<file path="src/rtl/alu_pipe_hazard_param_if.sv">
// Handshake bundle for alu_pipe_hazard_param: instruction in, result out.
// master = sequencer/consumer side, slave = the ALU pipe.
interface alu_pipe_hazard_param_if #(
  parameter int DATA_W = 32,
  parameter int AW     = 5
);
  logic              in_valid;
  logic              in_ready;
  logic [2:0]        in_op;
  logic [AW-1:0]     in_src_a;
  logic [AW-1:0]     in_src_b;
  logic              in_use_imm;
  logic [DATA_W-1:0] in_imm;
  logic [AW-1:0]     in_dest;
  logic              out_valid;
  logic              out_ready;
  logic [DATA_W-1:0] out_data;
  logic [AW-1:0]     out_dest;
  logic [15:0]       stall_cnt;

  modport master (
    output in_valid, in_op, in_src_a, in_src_b,
    output in_use_imm, in_imm, in_dest, out_ready,
    input  in_ready, out_valid, out_data, out_dest,
    input  stall_cnt
  );

  modport slave (
    input  in_valid, in_op, in_src_a, in_src_b,
    input  in_use_imm, in_imm, in_dest, out_ready,
    output in_ready, out_valid, out_data, out_dest,
    output stall_cnt
  );
endinterface

</file>
<file path="src/rtl/alu_pipe_hazard_param.sv">
// Three-stage ALU pipe with register file, RAW bypass or stall, and
// valid/ready on both ends. Ports: clk, rst_n (async low), io (slave).
module alu_pipe_hazard_param #(
  parameter int DATA_W = 32,
  parameter int REG_N  = 32,
  parameter int FWD_EN = 1
) (
  input  logic                    clk,
  input  logic                    rst_n,
  alu_pipe_hazard_param_if.slave  io
);
  localparam int AW = $clog2(REG_N);
  localparam int SW = $clog2(DATA_W);

  typedef struct packed {
    logic              v;
    logic [2:0]        op;
    logic [AW-1:0]     dest;
    logic [DATA_W-1:0] a;
    logic [DATA_W-1:0] b;
  } s1_t;

  typedef struct packed {
    logic              v;
    logic [AW-1:0]     dest;
    logic [DATA_W-1:0] res;
  } sr_t;

  s1_t               s1;
  sr_t               s2;
  sr_t               s3;
  logic [DATA_W-1:0] rf [REG_N];
  logic [15:0]       stall_q;

  function automatic logic [DATA_W-1:0] alu(
    input logic [2:0]        op,
    input logic [DATA_W-1:0] a,
    input logic [DATA_W-1:0] b
  );
    logic [DATA_W-1:0] r;
    r = '0;
    unique case (op)
      3'd0: r = a + b;
      3'd1: r = a - b;
      3'd2: r = a & b;
      3'd3: r = a | b;
      3'd4: r = a ^ b;
      3'd5: r = a << b[SW-1:0];
      3'd6: r = a >> b[SW-1:0];
      3'd7: r = {{(DATA_W-1){1'b0}},
                 ($signed(a) < $signed(b))};
    endcase
    return r;
  endfunction

  function automatic logic match(
    input logic          v,
    input logic [AW-1:0] d,
    input logic [AW-1:0] src
  );
    return v && (d == src) && (src != '0);
  endfunction

  logic [DATA_W-1:0] s1_res;
  logic a1, a2, a3, b1, b2, b3;
  logic hazard, adv, fire, stall_ev;
  logic [DATA_W-1:0] opa, opb, rd_a, rd_b;

  assign s1_res = alu(s1.op, s1.a, s1.b);

  assign a1 = match(s1.v, s1.dest, io.in_src_a);
  assign a2 = match(s2.v, s2.dest, io.in_src_a);
  assign a3 = match(s3.v, s3.dest, io.in_src_a);
  assign b1 = match(s1.v, s1.dest, io.in_src_b);
  assign b2 = match(s2.v, s2.dest, io.in_src_b);
  assign b3 = match(s3.v, s3.dest, io.in_src_b);

  assign hazard = a1 | a2 | a3 |
                  (!io.in_use_imm & (b1 | b2 | b3));

  assign adv = !(s3.v && !io.out_ready);

  assign io.in_ready = adv &&
                       !((FWD_EN == 0) && hazard);

  assign fire = io.in_valid && io.in_ready;

  assign stall_ev = io.in_valid && adv && hazard &&
                    (FWD_EN == 0);

  assign rd_a = (io.in_src_a == '0) ? '0
              : rf[io.in_src_a];
  assign rd_b = (io.in_src_b == '0) ? '0
              : rf[io.in_src_b];

  // Youngest producer wins: S1's ALU output is
  // what S2 will hold after this edge.
  always_comb begin
    opa = rd_a;
    if (FWD_EN != 0) begin
      if (a1)      opa = s1_res;
      else if (a2) opa = s2.res;
      else if (a3) opa = s3.res;
    end
  end

  always_comb begin
    opb = rd_b;
    if (io.in_use_imm) begin
      opb = io.in_imm;
    end else if (FWD_EN != 0) begin
      if (b1)      opb = s1_res;
      else if (b2) opb = s2.res;
      else if (b3) opb = s3.res;
    end
  end

  always_ff @(posedge clk or negedge rst_n) begin
    if (!rst_n) begin
      s1      <= '0;
      s2      <= '0;
      s3      <= '0;
      stall_q <= '0;
      for (int i = 0; i < REG_N; i++) rf[i] <= '0;
    end else begin
      if (adv) begin
        s1.v <= fire;
        if (fire) begin
          s1.op   <= io.in_op;
          s1.dest <= io.in_dest;
          s1.a    <= opa;
          s1.b    <= opb;
        end
        s2.v    <= s1.v;
        s2.dest <= s1.dest;
        s2.res  <= s1_res;
        s3      <= s2;
      end
      if (s3.v && io.out_ready && s3.dest != '0)
        rf[s3.dest] <= s3.res;
      if (stall_ev && stall_q != 16'hFFFF)
        stall_q <= stall_q + 16'd1;
    end
  end

  assign io.out_valid = s3.v;
  assign io.out_data  = s3.res;
  assign io.out_dest  = s3.dest;
  assign io.stall_cnt = stall_q;
endmodule

</file>
<file path="src/flat_wrapper.sv">
// flat-port wrapper written by rule: the top's interface ports become plain ports
module alu_pipe_hazard_param_flat 
#(
  parameter int DATA_W = 32,
  parameter int REG_N  = 32,
  parameter int FWD_EN = 1
)
  (clk, rst_n, io_in_valid, io_in_op, io_in_src_a, io_in_src_b, io_in_use_imm, io_in_imm, io_in_dest, io_out_ready, io_in_ready, io_out_valid, io_out_data, io_out_dest, io_stall_cnt);
  alu_pipe_hazard_param_if #(.DATA_W(DATA_W), .AW(5)) io_i ();
  input  logic clk;
  input  logic rst_n;
  input wire logic [$bits(io_i.in_valid)-1:0] io_in_valid;
  input wire logic [$bits(io_i.in_op)-1:0] io_in_op;
  input wire logic [$bits(io_i.in_src_a)-1:0] io_in_src_a;
  input wire logic [$bits(io_i.in_src_b)-1:0] io_in_src_b;
  input wire logic [$bits(io_i.in_use_imm)-1:0] io_in_use_imm;
  input wire logic [$bits(io_i.in_imm)-1:0] io_in_imm;
  input wire logic [$bits(io_i.in_dest)-1:0] io_in_dest;
  input wire logic [$bits(io_i.out_ready)-1:0] io_out_ready;
  output wire logic [$bits(io_i.in_ready)-1:0] io_in_ready;
  output wire logic [$bits(io_i.out_valid)-1:0] io_out_valid;
  output wire logic [$bits(io_i.out_data)-1:0] io_out_data;
  output wire logic [$bits(io_i.out_dest)-1:0] io_out_dest;
  output wire logic [$bits(io_i.stall_cnt)-1:0] io_stall_cnt;
  assign io_i.in_valid = io_in_valid;
  assign io_i.in_op = io_in_op;
  assign io_i.in_src_a = io_in_src_a;
  assign io_i.in_src_b = io_in_src_b;
  assign io_i.in_use_imm = io_in_use_imm;
  assign io_i.in_imm = io_in_imm;
  assign io_i.in_dest = io_in_dest;
  assign io_i.out_ready = io_out_ready;
  assign io_in_ready = io_i.in_ready;
  assign io_out_valid = io_i.out_valid;
  assign io_out_data = io_i.out_data;
  assign io_out_dest = io_i.out_dest;
  assign io_stall_cnt = io_i.stall_cnt;
  alu_pipe_hazard_param #(.DATA_W(DATA_W), .REG_N(REG_N), .FWD_EN(FWD_EN)) u_core (.clk(clk), .rst_n(rst_n), .io(io_i));
endmodule
</file>
<file path="config.mk">
export PLATFORM = sky130hd
export DESIGN_NAME = alu_pipe_hazard_param_flat
export DESIGN_NICKNAME = d
export VERILOG_FILES = /design/src/rtl/alu_pipe_hazard_param_if.sv /design/src/rtl/alu_pipe_hazard_param.sv /design/src/flat_wrapper.sv
export SDC_FILE = /design/constraint.sdc
export NUM_CORES = 2
export LEC_CHECK = 0
export CAP_MARGIN = 20
export CORE_MARGIN = 5
export CORE_UTILIZATION = 55
export CTS_CLUSTER_SIZE = 16
export DETAILED_ROUTE_END_ITERATION = 8
export PLACE_DENSITY_LB_ADDON = 0.3
export RECOVER_POWER = 25
export SLEW_MARGIN = 20
export SYNTH_ARGS = -nofsm -noshare
export SYNTH_HDL_FRONTEND = slang
export SYNTH_SLANG_ARGS = --single-unit
</file>
<file path="constraint.sdc">
create_clock -name clk -period 9.8 [get_ports clk]
set_clock_uncertainty 0.2 [all_clocks]
set_input_delay 2.94 -clock clk [delete_from_list [all_inputs] [get_ports clk]]
set_output_delay 2.94 -clock clk [all_outputs]
set_load 0.05 [all_outputs]
</file>
== Word-level counts from Yosys, hierarchy flattened ==
Index checks and enable logic that the tools add are counted.

* Input bits: 55
* Register bits: 1173
* Logic and storage cells: 117
* Output and inout port bits: 55

* Bitwise gates (word level): 7
* Mux-type cells: 19
* Reduce and logical (&&, ||, !) cells: 26
* Shift operators: 2
* Magnitude comparators: 5
* $add $sub $neg: 2
* Equal/unequal tests: 13

{| class="wikitable"
|+ Operators by type and width
! kind !! number
|-
| $bwmux W1024 || 1
|-
| $mux W32 || 14
|-
| $bmux W32 S5 || 2
|-
| $pmux W32 S8 || 1
|-
| $demux W32 S5 || 1
|-
| $add A32 B32 Y32 || 1
|-
| $and A32 B32 Y32 || 1
|-
| $lt A32 B32 Y1 || 1
|-
| $or A32 B32 Y32 || 1
|-
| $shl A32 B5 Y32 || 1
|-
| $shr A32 B5 Y32 || 1
|-
| $sub A32 B32 Y32 || 1
|-
| $xor A32 B32 Y32 || 1
|-
| $eq A5 B5 Y1 || 6
|-
| $ge A6 B6 Y1 const B || 3
|-
| $not A5 Y6 || 3
|-
| $logic_and A1 B1 Y1 || 17
|-
| $reduce_bool A5 Y1 || 3
|-
| $eq A3 B3 Y1 const B || 4
|-
| $logic_not A5 Y1 || 2
|-
| $eq A3 B2 Y1 const B || 2
|-
| $lt A6 B1 Y1 const B || 1
|-
| $eq A3 B1 Y1 const B || 1
|-
| $logic_not A3 Y1 || 1
|-
| other kinds (3) || 4
|}

== Longest topological paths before layout ==
* Depth in word-level cells: 9
* Depth in mapped cells: 16
* Mapped depth without buffers: 13

== Worst setup path after synthesis ==
OpenSTA, ideal clock, no wires.

* Path kind: in2out
* Start point: in io_out_ready
* End point: out io_in_ready
* Data required time: 6.660 ns
* Path buffers: 3
* Data arrival time: 4.178 ns
* Stages: 5
* Path slack: 2.482 ns
* Cells stage by stage: nor2b_1 clkbuf_1 inv_2 clkbuf_1 clkbuf_1

* Word-level cells in the longest chain between the ends: 3

{| class="wikitable"
|+ RTL lines
! item !! RTL line !! source
|-
| from (decl) || flat_wrapper.sv:19 || <nowiki>input wire logic [$bits(io_i.out_ready)-1:0] io_out_ready;</nowiki>
|-
| $logic_not A1 Y1 || alu_pipe_hazard_param.sv:81 || <nowiki>assign adv = !(s3.v && !io.out_ready);</nowiki>
|-
| $logic_and A1 B1 Y1 || alu_pipe_hazard_param.sv:81 ||
|-
| $logic_not A1 Y1 || alu_pipe_hazard_param.sv:81 ||
|-
| to (decl) || flat_wrapper.sv:20 || <nowiki>output wire logic [$bits(io_i.in_ready)-1:0] io_in_ready;</nowiki>
|}

No other way between the ends.

== Worst setup path in the final report ==
Ends and elaborated chain as after synthesis.

==> key figures <==
Finish
  – Util after Layout: 60.2%
  – Share of post-route cells with drive strength above 1: 40.6%
  – Area Overhead vs Synth: 8.86%
  – Most frequent cells in the layout: dfrtp_1, mux2_2, mux4_2, nand2_1, a21oi_1
  – Most common cell after layout, fill and taps aside: dfrtp_1
  – Nets: 5321

Pwr
  – Internal power: 13.6 mW
  – Clock share of power: 21.5%
  – Combinational group share of total power: 42.4%
  – Power Dens Cells: 293 mW/mm^2
  – Switch Pwr: 8.85 mW
  – Leak Pwr: 33.8 nW
  – Peak VDD IR: 0.164 mV
  – Sequential power share: 36.1%
  – Switching part of the total: 39.4%

Clock network
  – Hold_buf cts: 0
  – CTS Root Cell: clkbuf_16
  – CTS H-tree lvls: 3
  – Worst skew pair latency: 0.79 ns
  – Clk pin slew, worst setup/hold paths: 0.06 ns
  – Number of gates resized after cts: 0
  – CTS Buf Count: 121
  – Number of setup buffers added after CTS: 0
  – TritonCTS clock tree: yes
  – CTS max path bufs: 3
  – Clock tree sinks: 1173

Die
  – Initial Util: 55.3%
  – # IOs: 110
  – Row cnt: 131
  – Die Wd: 368 um
  – Die area: 0.135 sq mm
  – Die height: 368 um
  – Core Area: 0.127 sq mm

STA
  – Setup TNS: 0 ns
  – Crit share post-route: 85.2%
  – Final hold viol count: 0
  – Setup violators final: 0
  – Slew headroom: -242%
  – RSZ-0062 raised after global routing: false
  – Slew @ Worst Pin: 5.12 ns
  – FMAX: 120 MHz
  – Min Tclk post-route: 8.35 ns
  – Max Slew Vio Count: 191

Setup path
  – CP required: 6.66 ns
  – Setup Crit Path Kind: input pin to output pin
  – Setup crit end kind: output pin
  – Max FO, Critical Path: 17
  – Worst path max stage delay: 0.89 ns
  – Slowest-stage cell, CP: clkdlybuf4s50_1
  – CP Cell Sequence: dlygate4sd3_1 -> nor2b_1 -> clkinvlp_2 -> clkdlybuf4s50_1
  – CP startpoint kind: input pin
  – Crit path DAT: 5.21 ns

Global route
  – First-pass GRT wire length: 342000 um
  – Total grt overflow: 0
  – Global router's overall resource usage: 33.9%
  – Vias in the first global route: 49900
  – Antenna violations before repair: 3
  – Largest net degree at the start of global routing: 170

Yosys
  – Mapped Avg Cell Area: 13.1 sq um
  – Post-synth ARST share: 100%
  – Cells after Synth: 5373
  – Syn. warnings: 0
  – Primary FF master, synth: dfrtp_1
  – Register area share after synthesis: 41.7%
  – Yosys reg bits: 1173
  – Post-Synthesis Cell Area: 0.0705 sq mm
  – Count of different cell masters after synthesis: 90
  – Post-synth EDFFs: 0

Routing
  – Iteration count of the initial detailed-routing pass: 6
  – WL per Instance: 33.3 um
  – Via count: 49900
  – Vias per cell: 7.19
  – # DRC: 0
  – Initial DRC Count: 6499
  – Post-DRT Antenna Nets: 0
  – Post-Route WL: 231000 um

Placement
  – Gpl congestion: 1.09
  – Detail Placement HPWL: 143000 um
  – PortBufs: 93

Worst hold path
  – Hold Crit Class: register to register

Status
  – Failing checks: max-capacitance violations, max-slew violations
  – Status: finished with violations

Flow run
  – Max-cap viol count: 3
## sequential cells by signal (all words and copies together) (netlist names)
name	flops
u_core.s1	73
u_core.s2	38
u_core.io.out_dest	5
u_core.io.out_data	32
u_core.rf	1024
u_core.io.out_valid	1
## Yosys cell counts, drive strengths merged (41+ instances only)
cell / instances / share of area (%)
a211oi: 41 / 0.44
a21oi: 214 / 1.5
buf: 219 / 1.6
clkbuf: 355 / 1.9
dfrtp: 1173 / 42
ha: 97 / 1.7
inv: 104 / 0.55
mux2: 1028 / 16
mux2i: 112 / 1.6
mux4: 679 / 22
nand2: 337 / 1.8
nand3: 41 / 0.29
nor2: 197 / 1.0
nor3: 41 / 0.29
o211ai: 65 / 0.69
o21ai: 167 / 1.2
o22ai: 41 / 0.36
## final timing paths
kind                                                  start                          end  slack (ns)  cells after the start
worst max-delay path                           io_out_ready                  io_in_ready        1.45                      4
worst min-delay path            u_core.rf[1017]$_DFFE_PN0P_  u_core.rf[1017]$_DFFE_PN0P_        0.19                      0
worst max register to register     u_core.s1[2]$_DFFE_PN0P_    u_core.s1[52]$_DFFE_PN0P_        4.40                     13
worst min register to register  u_core.rf[1017]$_DFFE_PN0P_  u_core.rf[1017]$_DFFE_PN0P_        0.19                      0
max in group asynchronous                             rst_n   u_core.rf[419]$_DFFE_PN0P_        2.02                      2
min in group asynchronous                             rst_n   u_core.rf[627]$_DFFE_PN0P_        3.87                      1
## power by group through the flow
stage / logic, mW / clock network, mW / registers (mW)
floorplan: 6.53 / 0 / 7.76
global route: 10.1 / 5.08 / 8.28
detailed placement: 9.26 / 0 / 8.11
CTS: 9.30 / 4.86 / 8.04
global placement: 9.10 / 0 / 7.96
finish: 9.52 / 4.82 / 8.11
## metrics by stage
stage	instances	instance area, sq um	hold WS, ns	total power [mW]	setup WS [ns]
2_1_floorplan	5388	70500	0.238	14.3	2.48
3_3_place_gp	6704	72500	0.176	17.1	2.07
3_5_place_dp	6705	72500	0.183	17.4	2.03
4_1_cts	6931	76700	0.197	22.2	2.03
5_1_grt	6932	76700	0.207	23.4	1.01
6_report	6936	76700	0.194	22.5	1.45
## cells by family (layout without fill, tap and decap cells)
logic type / count (synthesis) / in the layout / share of synthesized area, %
xor gates and xnor gates: 42 / 42 / 0.522
other: 1 / 20 / 0.00532
muxes: 1819 / 1819 / 39.8
DFF: 1173 / 1173 / 41.7
adders and majority gates: 99 / 99 / 1.78
buffers and inverters: 680 / 562 / 4.08
and+or+nand+nor: 766 / 766 / 4.84
AOI/OAI and AO/OA: 793 / 793 / 7.35
## layer usage
layer,global-route usage (%),share of wire [%],up-vias
li1,-,-,20100
met1,46.5,39,26400
met2,51.4,46,2819
met3,8.46,10,605
met4,15.9,5.4,0
met5,0,0,-
## critical path, delay by kind of cell
kind	cells	cell delay, ns
buffers and inverters	3	2.05
AND/OR/NAND/NOR	1	0.22
## cell type report
cell class	instances	area (sq um)
Timing Repair Buffer	230	2090
Multi-Input combinational cell	3535	38600
Antenna cell	4	10.0
Tap cell	1662	2080
Inverter	106	399
Sequential cell	1173	29400
Clock inverter	55	649
Fill cell	9691	50700
Clock buffer	171	3530
No activity file was read; power rests on OpenSTA's default activity.
